==> src/rtl/vdp_access_sched.sv <==
// vdp_access_sched: arbitrates a shared VDP memory port between the CPU and an
// auxiliary requester (video fetch / DMA). Each grant produces a fixed-length
// access strobe, then an optional recovery gap. Ties between the two
// requesters are broken round-robin.
module vdp_access_sched #(
    parameter int WAIT_CYCLES = 4,   // strobe length in clk1 cycles, 1..15
    parameter int HOLD_CYCLES = 2    // recovery gap after each access, 0..15
) (
    input  logic clk1,
    input  logic n_clr1,
    input  logic req_cpu,
    input  logic req_aux,
    output logic gnt_cpu,
    output logic gnt_aux,
    output logic strobe,
    output logic done,
    output logic busy,
    output logic cpu_ready
);

    typedef enum logic [1:0] {
        ST_IDLE    = 2'd0,
        ST_ACCESS  = 2'd1,
        ST_RECOVER = 2'd2
    } state_t;

    // Counter load values; a zero-length gap skips RECOVER entirely.
    localparam logic [3:0] WAIT_LD  = 4'(WAIT_CYCLES - 1);
    localparam logic [3:0] HOLD_LD  = (HOLD_CYCLES > 0) ? 4'(HOLD_CYCLES - 1) : 4'd0;
    localparam bit         HAS_HOLD = (HOLD_CYCLES > 0);

    state_t     state_q, state_d;
    logic [3:0] cnt_q, cnt_d;
    logic       last_aux_q, last_aux_d;
    logic       gnt_cpu_q, gnt_cpu_d;
    logic       gnt_aux_q, gnt_aux_d;
    logic       strobe_q, strobe_d;
    logic       done_q, done_d;
    logic       busy_q, busy_d;
    logic       pick_aux;

    // Next-state, counter, ownership and registered-output decode.
    always_comb begin
        state_d    = state_q;
        cnt_d      = cnt_q;
        last_aux_d = last_aux_q;
        gnt_cpu_d  = gnt_cpu_q;
        gnt_aux_d  = gnt_aux_q;
        pick_aux   = 1'b0;

        case (state_q)
            ST_IDLE: begin
                if (req_cpu || req_aux) begin
                    // Aux wins alone, or on a tie when the CPU owned the port last.
                    pick_aux   = req_aux && (!req_cpu || !last_aux_q);
                    state_d    = ST_ACCESS;
                    cnt_d      = WAIT_LD;
                    last_aux_d = pick_aux;
                    gnt_aux_d  = pick_aux;
                    gnt_cpu_d  = !pick_aux;
                end
            end
            ST_ACCESS: begin
                // The access always runs to completion; requests are not sampled.
                if (cnt_q != 4'd0) begin
                    cnt_d = cnt_q - 4'd1;
                end else begin
                    gnt_cpu_d = 1'b0;
                    gnt_aux_d = 1'b0;
                    if (HAS_HOLD) begin
                        state_d = ST_RECOVER;
                        cnt_d   = HOLD_LD;
                    end else begin
                        state_d = ST_IDLE;
                        cnt_d   = 4'd0;
                    end
                end
            end
            ST_RECOVER: begin
                if (cnt_q == 4'd0) begin
                    state_d = ST_IDLE;
                end else begin
                    cnt_d = cnt_q - 4'd1;
                end
            end
            default: begin
                state_d   = ST_IDLE;
                cnt_d     = 4'd0;
                gnt_cpu_d = 1'b0;
                gnt_aux_d = 1'b0;
            end
        endcase

        // Outputs are decoded from the next state so they are flop outputs.
        strobe_d = (state_d == ST_ACCESS);
        busy_d   = (state_d != ST_IDLE);
        done_d   = (state_d == ST_ACCESS) && (cnt_d == 4'd0);
    end

    // State and output registers; reset abandons any access in flight.
    always_ff @(posedge clk1 or negedge n_clr1) begin
        if (!n_clr1) begin
            state_q    <= ST_IDLE;
            cnt_q      <= 4'd0;
            last_aux_q <= 1'b1;
            gnt_cpu_q  <= 1'b0;
            gnt_aux_q  <= 1'b0;
            strobe_q   <= 1'b0;
            done_q     <= 1'b0;
            busy_q     <= 1'b0;
        end else begin
            state_q    <= state_d;
            cnt_q      <= cnt_d;
            last_aux_q <= last_aux_d;
            gnt_cpu_q  <= gnt_cpu_d;
            gnt_aux_q  <= gnt_aux_d;
            strobe_q   <= strobe_d;
            done_q     <= done_d;
            busy_q     <= busy_d;
        end
    end

    assign gnt_cpu = gnt_cpu_q;
    assign gnt_aux = gnt_aux_q;
    assign strobe  = strobe_q;
    assign done    = done_q;
    assign busy    = busy_q;

    // The CPU is released when it is not asking, or on the last cycle of its access.
    assign cpu_ready = !req_cpu | (gnt_cpu_q & done_q);

endmodule

==> config.mk <==
export PLATFORM = sky130hd
export DESIGN_NAME = vdp_access_sched
export DESIGN_NICKNAME = d
export VERILOG_FILES = /design/src/rtl/vdp_access_sched.sv
export SDC_FILE = /design/constraint.sdc
export NUM_CORES = 1
export LEC_CHECK = 0
export ABC_CLOCK_PERIOD_IN_PS = 2000
export BUFFER_PORTS_ARGS = -buffer_cell sky130_fd_sc_hd__buf_2
export CAP_MARGIN = 20
export CORE_AREA = 2 2 39 41
export DETAILED_ROUTE_END_ITERATION = 6
export DIE_AREA = 0 0 41 43
export GPL_ROUTABILITY_DRIVEN = 0
export PLACE_DENSITY = 0.8
export SLEW_MARGIN = 15
export SYNTH_ARGS = -nofsm -noshare
export SYNTH_HDL_FRONTEND = slang
export SYNTH_SLANG_ARGS = --single-unit
==> constraint.sdc <==
create_clock -name clk1 -period 2 [get_ports clk1]
set_clock_uncertainty 0.05 [all_clocks]
set_input_delay 0.5 -clock clk1 [delete_from_list [all_inputs] [get_ports clk1]]
set_output_delay 0.5 -clock clk1 [all_outputs]
set_load 0.01 [all_outputs]
==> results of run 1 <==
==> where the power goes <==
part           switching (mW)  total (mW)  internal [mW]
Sequential              0.114       0.468          0.354
Combinational           0.305       0.587          0.282
Clock                  0.0797       0.157         0.0771
==> flip-flops by register name (all words and copies together), names as in the netlist <==
name	cells
state_q	2
done	1
cnt_q	4
gnt_aux	1
last_aux_q	1
busy	1
strobe	1
gnt_cpu	1
==> metrics by stage <==
stage | hold WS [ps] | instance area, um^2 | setup WS (ps) | cells | total power [mW]
global placement | 338 | 678 | 148 | 82 | 0.995
detailed placement | 344 | 678 | 119 | 82 | 1.02
finish | 36.9 | 719 | 171 | 87 | 1.21
CTS | 44.0 | 704 | 89.6 | 86 | 1.19
global route | 34.3 | 719 | 28.6 | 87 | 1.34
floorplan | 154 | 629 | 293 | 59 | 0.892
==> worst paths after layout <==
check                           slack, ps           startpoint                      to  cells after the start
worst max-delay path                  170   cnt_q[0]$_DFF_PN0_      cnt_q[0]$_DFF_PN0_                      7
worst min-delay path                   40               n_clr1      cnt_q[3]$_DFF_PN0_                      1
worst max register to register        170   cnt_q[0]$_DFF_PN0_      cnt_q[0]$_DFF_PN0_                      7
worst min register to register        440  gnt_aux$_DFFE_PN0P_     gnt_aux$_DFFE_PN0P_                      1
max in group asynchronous            1580               n_clr1  last_aux_q$_DFFE_PN1P_                      1
min in group clk1                     440  gnt_aux$_DFFE_PN0P_     gnt_aux$_DFFE_PN0P_                      1
==> cells by family after synthesis <==
logic type / count (synthesis) / synth area share
buffers and inverters: 6 / 0.0497
XOR/XNOR: 2 / 0.0278
AO/OA/AOI/OAI: 19 / 0.223
flip-flops: 12 / 0.479
AND/OR/NAND/NOR: 18 / 0.181
adder cells (fa/ha/maj): 2 / 0.0398
==> cell usage after synthesis <==
cell | n | area (um^2)
a211o_1 | 1 | 8.76
a211oi_1 | 3 | 22.5
a21o_1 | 1 | 7.51
a21oi_1 | 1 | 5.00
a22o_1 | 1 | 8.76
a31oi_1 | 2 | 12.5
a32o_1 | 2 | 20.0
buf_2 | 1 | 5.00
buf_6 | 1 | 11.3
dfrtp_1 | 11 | 275
dfstp_2 | 1 | 26.3
ha_1 | 2 | 25.0
inv_1 | 3 | 11.3
inv_2 | 1 | 3.75
nand2_1 | 5 | 18.8
nand2b_1 | 2 | 12.5
nor2_1 | 1 | 3.75
nor2b_1 | 1 | 6.26
nor3_1 | 2 | 10.0
nor3b_1 | 1 | 7.51
nor3b_4 | 1 | 18.8
nor4_1 | 1 | 6.26
nor4b_1 | 1 | 8.76
o211ai_1 | 1 | 7.51
o21ai_0 | 1 | 5.00
o21ai_1 | 1 | 5.00
o21ba_2 | 1 | 10.0
o22ai_1 | 3 | 18.8
o32ai_1 | 1 | 8.76
or3_1 | 1 | 6.26
or3_2 | 1 | 7.51
or4_1 | 1 | 7.51
xnor2_1 | 1 | 8.76
xor2_1 | 1 | 8.76
==> worst register-to-register path, stage by stage (launching register included) <==
cell and delay, ps:
dfrtp_1 410, inv_1 70, ha_2 220, nor3b_4 300
inv_2 110, ha_1 290, nor2b_1 40, o32ai_1 250
==> area by class of cell <==
cell class                 instances  area share
clock buffer                       4      0.0365
inverter                           4      0.0209
multi-input combinational         41       0.423
sequential                        12       0.419
tap                               16      0.0278
timing repair buffer              10      0.0730
==> per-layer routing <==
metal | up-vias | wire, um | track usage
met2 | 10 | 668 | 0.294
met5 | - | 0 | 0
met3 | 2 | 41 | 0.0471
met1 | 241 | 532 | 0.207
li1 | 248 | - | -
met4 | 0 | 20 | 0.120
==> timing repair <==
action,CTS,global route
setup endpoints to repair,0,2
resized for setup,0,2
endpoints found under the hold margin,0,0
buffers inserted,0,1
==> cells in the final DEF (no fill, tap or decap), types with 2 or more instances in the layout <==
cell type   n
dfrtp_1    11
buf_2       9
nand2_1     5
inv_1       3
o22ai_1     3
clkbuf_4    3
a31oi_1     2
nand2b_1    2
nor3_1      2
a211oi_1    2
a32o_1      2
==> run_results.csv, run 1 <==
group,metric,value,unit
timing,rsz0062_at_grt,"no",
cells_and_area,post_route_cells_drive_above_1_share,0.282,
synthesis,syn_area,629,um^2
worst_setup_path,cp_max_fo,5,
synthesis,synth_cells,59,
worst_setup_path,critPathBufInv,2,
worst_setup_path,cp_top_family,"adder cells",
floorplan,die_w,41,um
routing,drt-total-wl,1260,um
routing,initialDrtViolationCount,19,
cts,cts_tree,"yes",
global_route,antenna_found_initial,0,
timing,worst_pin_slew,456,ps
global_route,grt_max_degree,14,
place,io_buffer_count,9,
cts,cts_sinks,12,
global_route,grt_pass1_wl,2150,um
timing,finalCritPeriodShare,0.914,
floorplan,dieArea,1760,um^2
floorplan,io_pins,10,
status,status,"finished clean",
timing,period_minus_slack,1830,ps
cts,cts_hold_buf,0,
worst_setup_path,crit_type,"reg -> reg",
routing,vias,501,
cts,path_clk_slew,80,ps
timing,fin_tns_setup,0,ps
routing,vias_per_cell,5.76,
power,p_per_area,1690,nW/um^2
cts,clockBufferDepth,2,
place,dp_hpwl,893,um
synthesis,syn-num-nets,65,
timing,max-slew-margin-rel,0.692,
cells_and_area,final-seq-area,302,um^2
cts,cts-htree-levels,1,
floorplan,initial_core_util,0.455,
timing,report.final.slew_viol_count,0,
cells_and_area,fill_cells,128,
synthesis,synth_seq_cells,12,
cells_and_area,fin_util,0.520,
global_route,first_global_vias,505,
flow_run,max_cap_violations,0,
timing,fmax,547,MHz
power,p_leak,0.321,nW
worst_setup_path,start_kind,"flip-flop",
cts,cts_buffers,3,
cts,cts_root_buffer,"clkbuf_4",
synthesis,synth-seq-area-share,0.479,
routing,firstDrtPassIters,4,
cts,clock_latency,270,ps
worst_setup_path,endpoint_kind,"flip-flop",
global_route,overflow,0,
timing,finalSetupViolations,0,
floorplan,rows,14,
power,vdd_drop_max,0.000528,V
global_route,grt_usage,0.186,
worst_setup_path,max_stage_delay,410,ps
cells_and_area,antenna_cells,0,
routing,ant_nets,0,
worst_setup_path,worstPathArrival,1960,ps
floorplan,die_y,43,um
worst_hold_path,hp-class,"in -> async",
cells_and_area,fin_nets,78,
timing,hold_violations,0,
routing,drc_errors,0,
floorplan,core_area,1380,um^2
synthesis,ys.warnings.count,0,
cells_and_area,area_growth,14.3,%
worst_setup_path,slowest_stage,"dfrtp_1",
cells_and_area,multi_input_area,304,um^2
worst_setup_path,path_cells,"inv_1 > ha_2 > nor3b_4 > inv_2 > ha_1 > nor2b_1 > o32ai_1",
worst_setup_path,cp.required,2130,ps
synthesis,synth.distinct_cells,34,
synthesis,syn_area_per_cell,10.7,um^2
routing,wl_per_cell,14.5,um
Note: power is estimated with default switching activity, not from simulation.
==> inputs of run 2 (changes only) <==
ABC_CLOCK_PERIOD_IN_PS = 1500   (was 2000)
CORE_AREA = not set   (was 2 2 39 41)
CORE_UTILIZATION = 47   (was not set)
DIE_AREA = not set   (was 0 0 41 43)
PLACE_DENSITY = 0.83   (was 0.8)
clock period = 1.5 ns   (was 2 ns; I/O delays follow)
==> run_results.csv, run 2 (synthesis gave the netlist of run 1 again) <==
group,metric,value,unit
power,p_switching,911,uW
place,io_buffer_count,9,
cts,clockBufferDepth,2,
floorplan,core_area,1170,um^2
routing,vias_per_cell,5.99,
worst_hold_path,hp-class,"in -> reg",
worst_setup_path,crit_start,"cnt_q[0]$_DFF_PN0_",
timing,report.final.slew_viol_count,0,
global_route,antenna_found_initial,0,
status,status,"finished with violations",
status,violations,"negative setup slack",
worst_setup_path,max_stage_delay,390,ps
power,p_seq_frac,0.278,
timing,max-slew-margin-rel,0.724,
cells_and_area,top_regs,"cnt_q (4), state_q (2)",
cells_and_area,final_common_cell,"buf_4",
cts,cts_root_buffer,"clkbuf_4",
global_route,first_global_vias,538,
power,power_frac_comb,0.626,
timing,hold_violations,0,
routing,vias,587,
global_route,grt_usage,0.260,
cells_and_area,stdcell_area,917,um^2
flow_run,max_cap_violations,0,
cells_and_area,antenna_cells,0,
floorplan,die_w,38.6,um
worst_setup_path,critPathBufInv,2,
global_route,grt_pass1_wl,2530,um
worst_setup_path,path_cells,"inv_2 > ha_4 > nor3b_4 > inv_2 > ha_4 > nand2_1 > or3_4 > a211oi_4",
timing,rsz0062_at_grt,"yes",
worst_setup_path,worstPathArrival,1800,ps
worst_setup_path,start_kind,"flip-flop",
cells_and_area,fin_nets,91,
cells_and_area,largest_reg_flops,4,
floorplan,io_pins,10,
timing,finalSetupViolations,4,
timing,fmax,603,MHz
cts,cts_sinks,12,
power,p_clk_frac,0.097,
worst_setup_path,rr_startpoint,"cnt_q[0]$_DFF_PN0_",
power,vdd_drop_max,0.00135,V
timing,period_minus_slack,1660,ps
global_route,grt_max_degree,13,
routing,firstDrtPassIters,5,
floorplan,initial_core_util,0.537,
worst_setup_path,cp_top_family,"simple AND/OR/NAND/NOR gates",
place,dpl_cell_area,781,um^2
cells_and_area,finalNonFillerCells,98,
timing,finalCritPeriodShare,1.11,
global_route,overflow,0,
cells_and_area,area_growth,45.7,%
power,intPower,1.28,mW
cts,cts-htree-levels,1,
place,place_inst,92,
cells_and_area,fin_util,0.783,
cells_and_area,post_route_cells_drive_above_1_share,0.548,
worst_hold_path,min-delay-start,"req_cpu",
routing,drc_errors,0,
cts,path_clk_slew,80,ps
cts,clock_latency,270,ps
cells_and_area,final_cell_mix,"buf_4 (12), dfrtp_1 (9), buf_2 (9)",
power,switching_share,0.417,
floorplan,rows,12,
cells_and_area,regMostFlops,"cnt_q",
power,p_per_area,2380,nW/um^2
worst_setup_path,slowest_stage,"dfrtp_1",
timing,layout_setup_ws,-159,ps
worst_setup_path,cp.required,1640,ps
floorplan,dieArea,1490,um^2
worst_setup_path,crit_type,"reg -> reg",
timing,worst_pin_slew,410,ps
place,dp_hpwl,1160,um
cts,cts_tree,"yes",
power,p_leak,0.406,nW
routing,wl_per_cell,17.7,um
floorplan,die_y,38.6,um
routing,drt-total-wl,1730,um
worst_setup_path,endpoint_kind,"flip-flop",
routing,ant_nets,0,
routing,initialDrtViolationCount,15,
worst_setup_path,cp_max_fo,2,
cts,cts_buffers,3,
run 2: path summary, 6_finish.rpt:
path                       slack [ps]                endpoint  cells past startpoint
max                              -160          done$_DFF_PN0_                      8
min                               360  last_aux_q$_DFFE_PN1P_                      3
max reg2reg                      -160          done$_DFF_PN0_                      8
min reg2reg                       440     gnt_aux$_DFFE_PN0P_                      1
max in group asynchronous         660  last_aux_q$_DFFE_PN1P_                      2
min in group asynchronous         450      cnt_q[2]$_DFF_PN0_                      2
run 2: cell type report:
class,count,area (um^2)
clock buffers,4,26.3
fillers,72,254
inverters,4,15.0
multi-input cells,41,398
flip-flops and latches,12,304
well taps,14,17.5
repair buffers,23,156
run 2: routing by layer:
metal | up-vias | track usage | routed length, um
li1 | 274 | - | -
met1 | 296 | 0.322 | 791
met2 | 15 | 0.404 | 861
met3 | 2 | 0.127 | 75
met4 | 0 | 0.0603 | 4
met5 | - | 0 | 0
run 2: stage by stage:
| step | hold slack (ps) | setup slack, ps | power, mW | setup TNS [ps] |
|---|---|---|---|---|
| floorplan | 29.4 | -151 | 1.24 | -290 |
| global placement | 215 | -90.0 | 1.57 | -187 |
| detailed placement | 214 | -246 | 1.64 | -454 |
| CTS | 355 | -175 | 1.95 | -352 |
| global route | 355 | -199 | 2.32 | -605 |
| finish | 363 | -159 | 2.19 | -358 |
run 2: tightest hold or removal path, stage by stage:
cell and delay [ps]:
buf_2 90, buf_4 140, a31oi_1 80
run 2: what timing repair did:
item,4_1_cts,5_1_grt
endpoints found under the setup margin,3,6
pin swaps,5,5
setup buffers,2,1
endpoints found under the hold margin,11,0
resized for setup,4,15
hold buffers,1,0
run 2: power groups by stage:
stage	clock network [mW]	logic, mW	registers, mW
global placement	0	0.980	0.590
finish	0.211	1.37	0.607
detailed placement	0	1.05	0.591
global route	0.231	1.47	0.619
floorplan	0	0.628	0.610
CTS	0.212	1.15	0.588
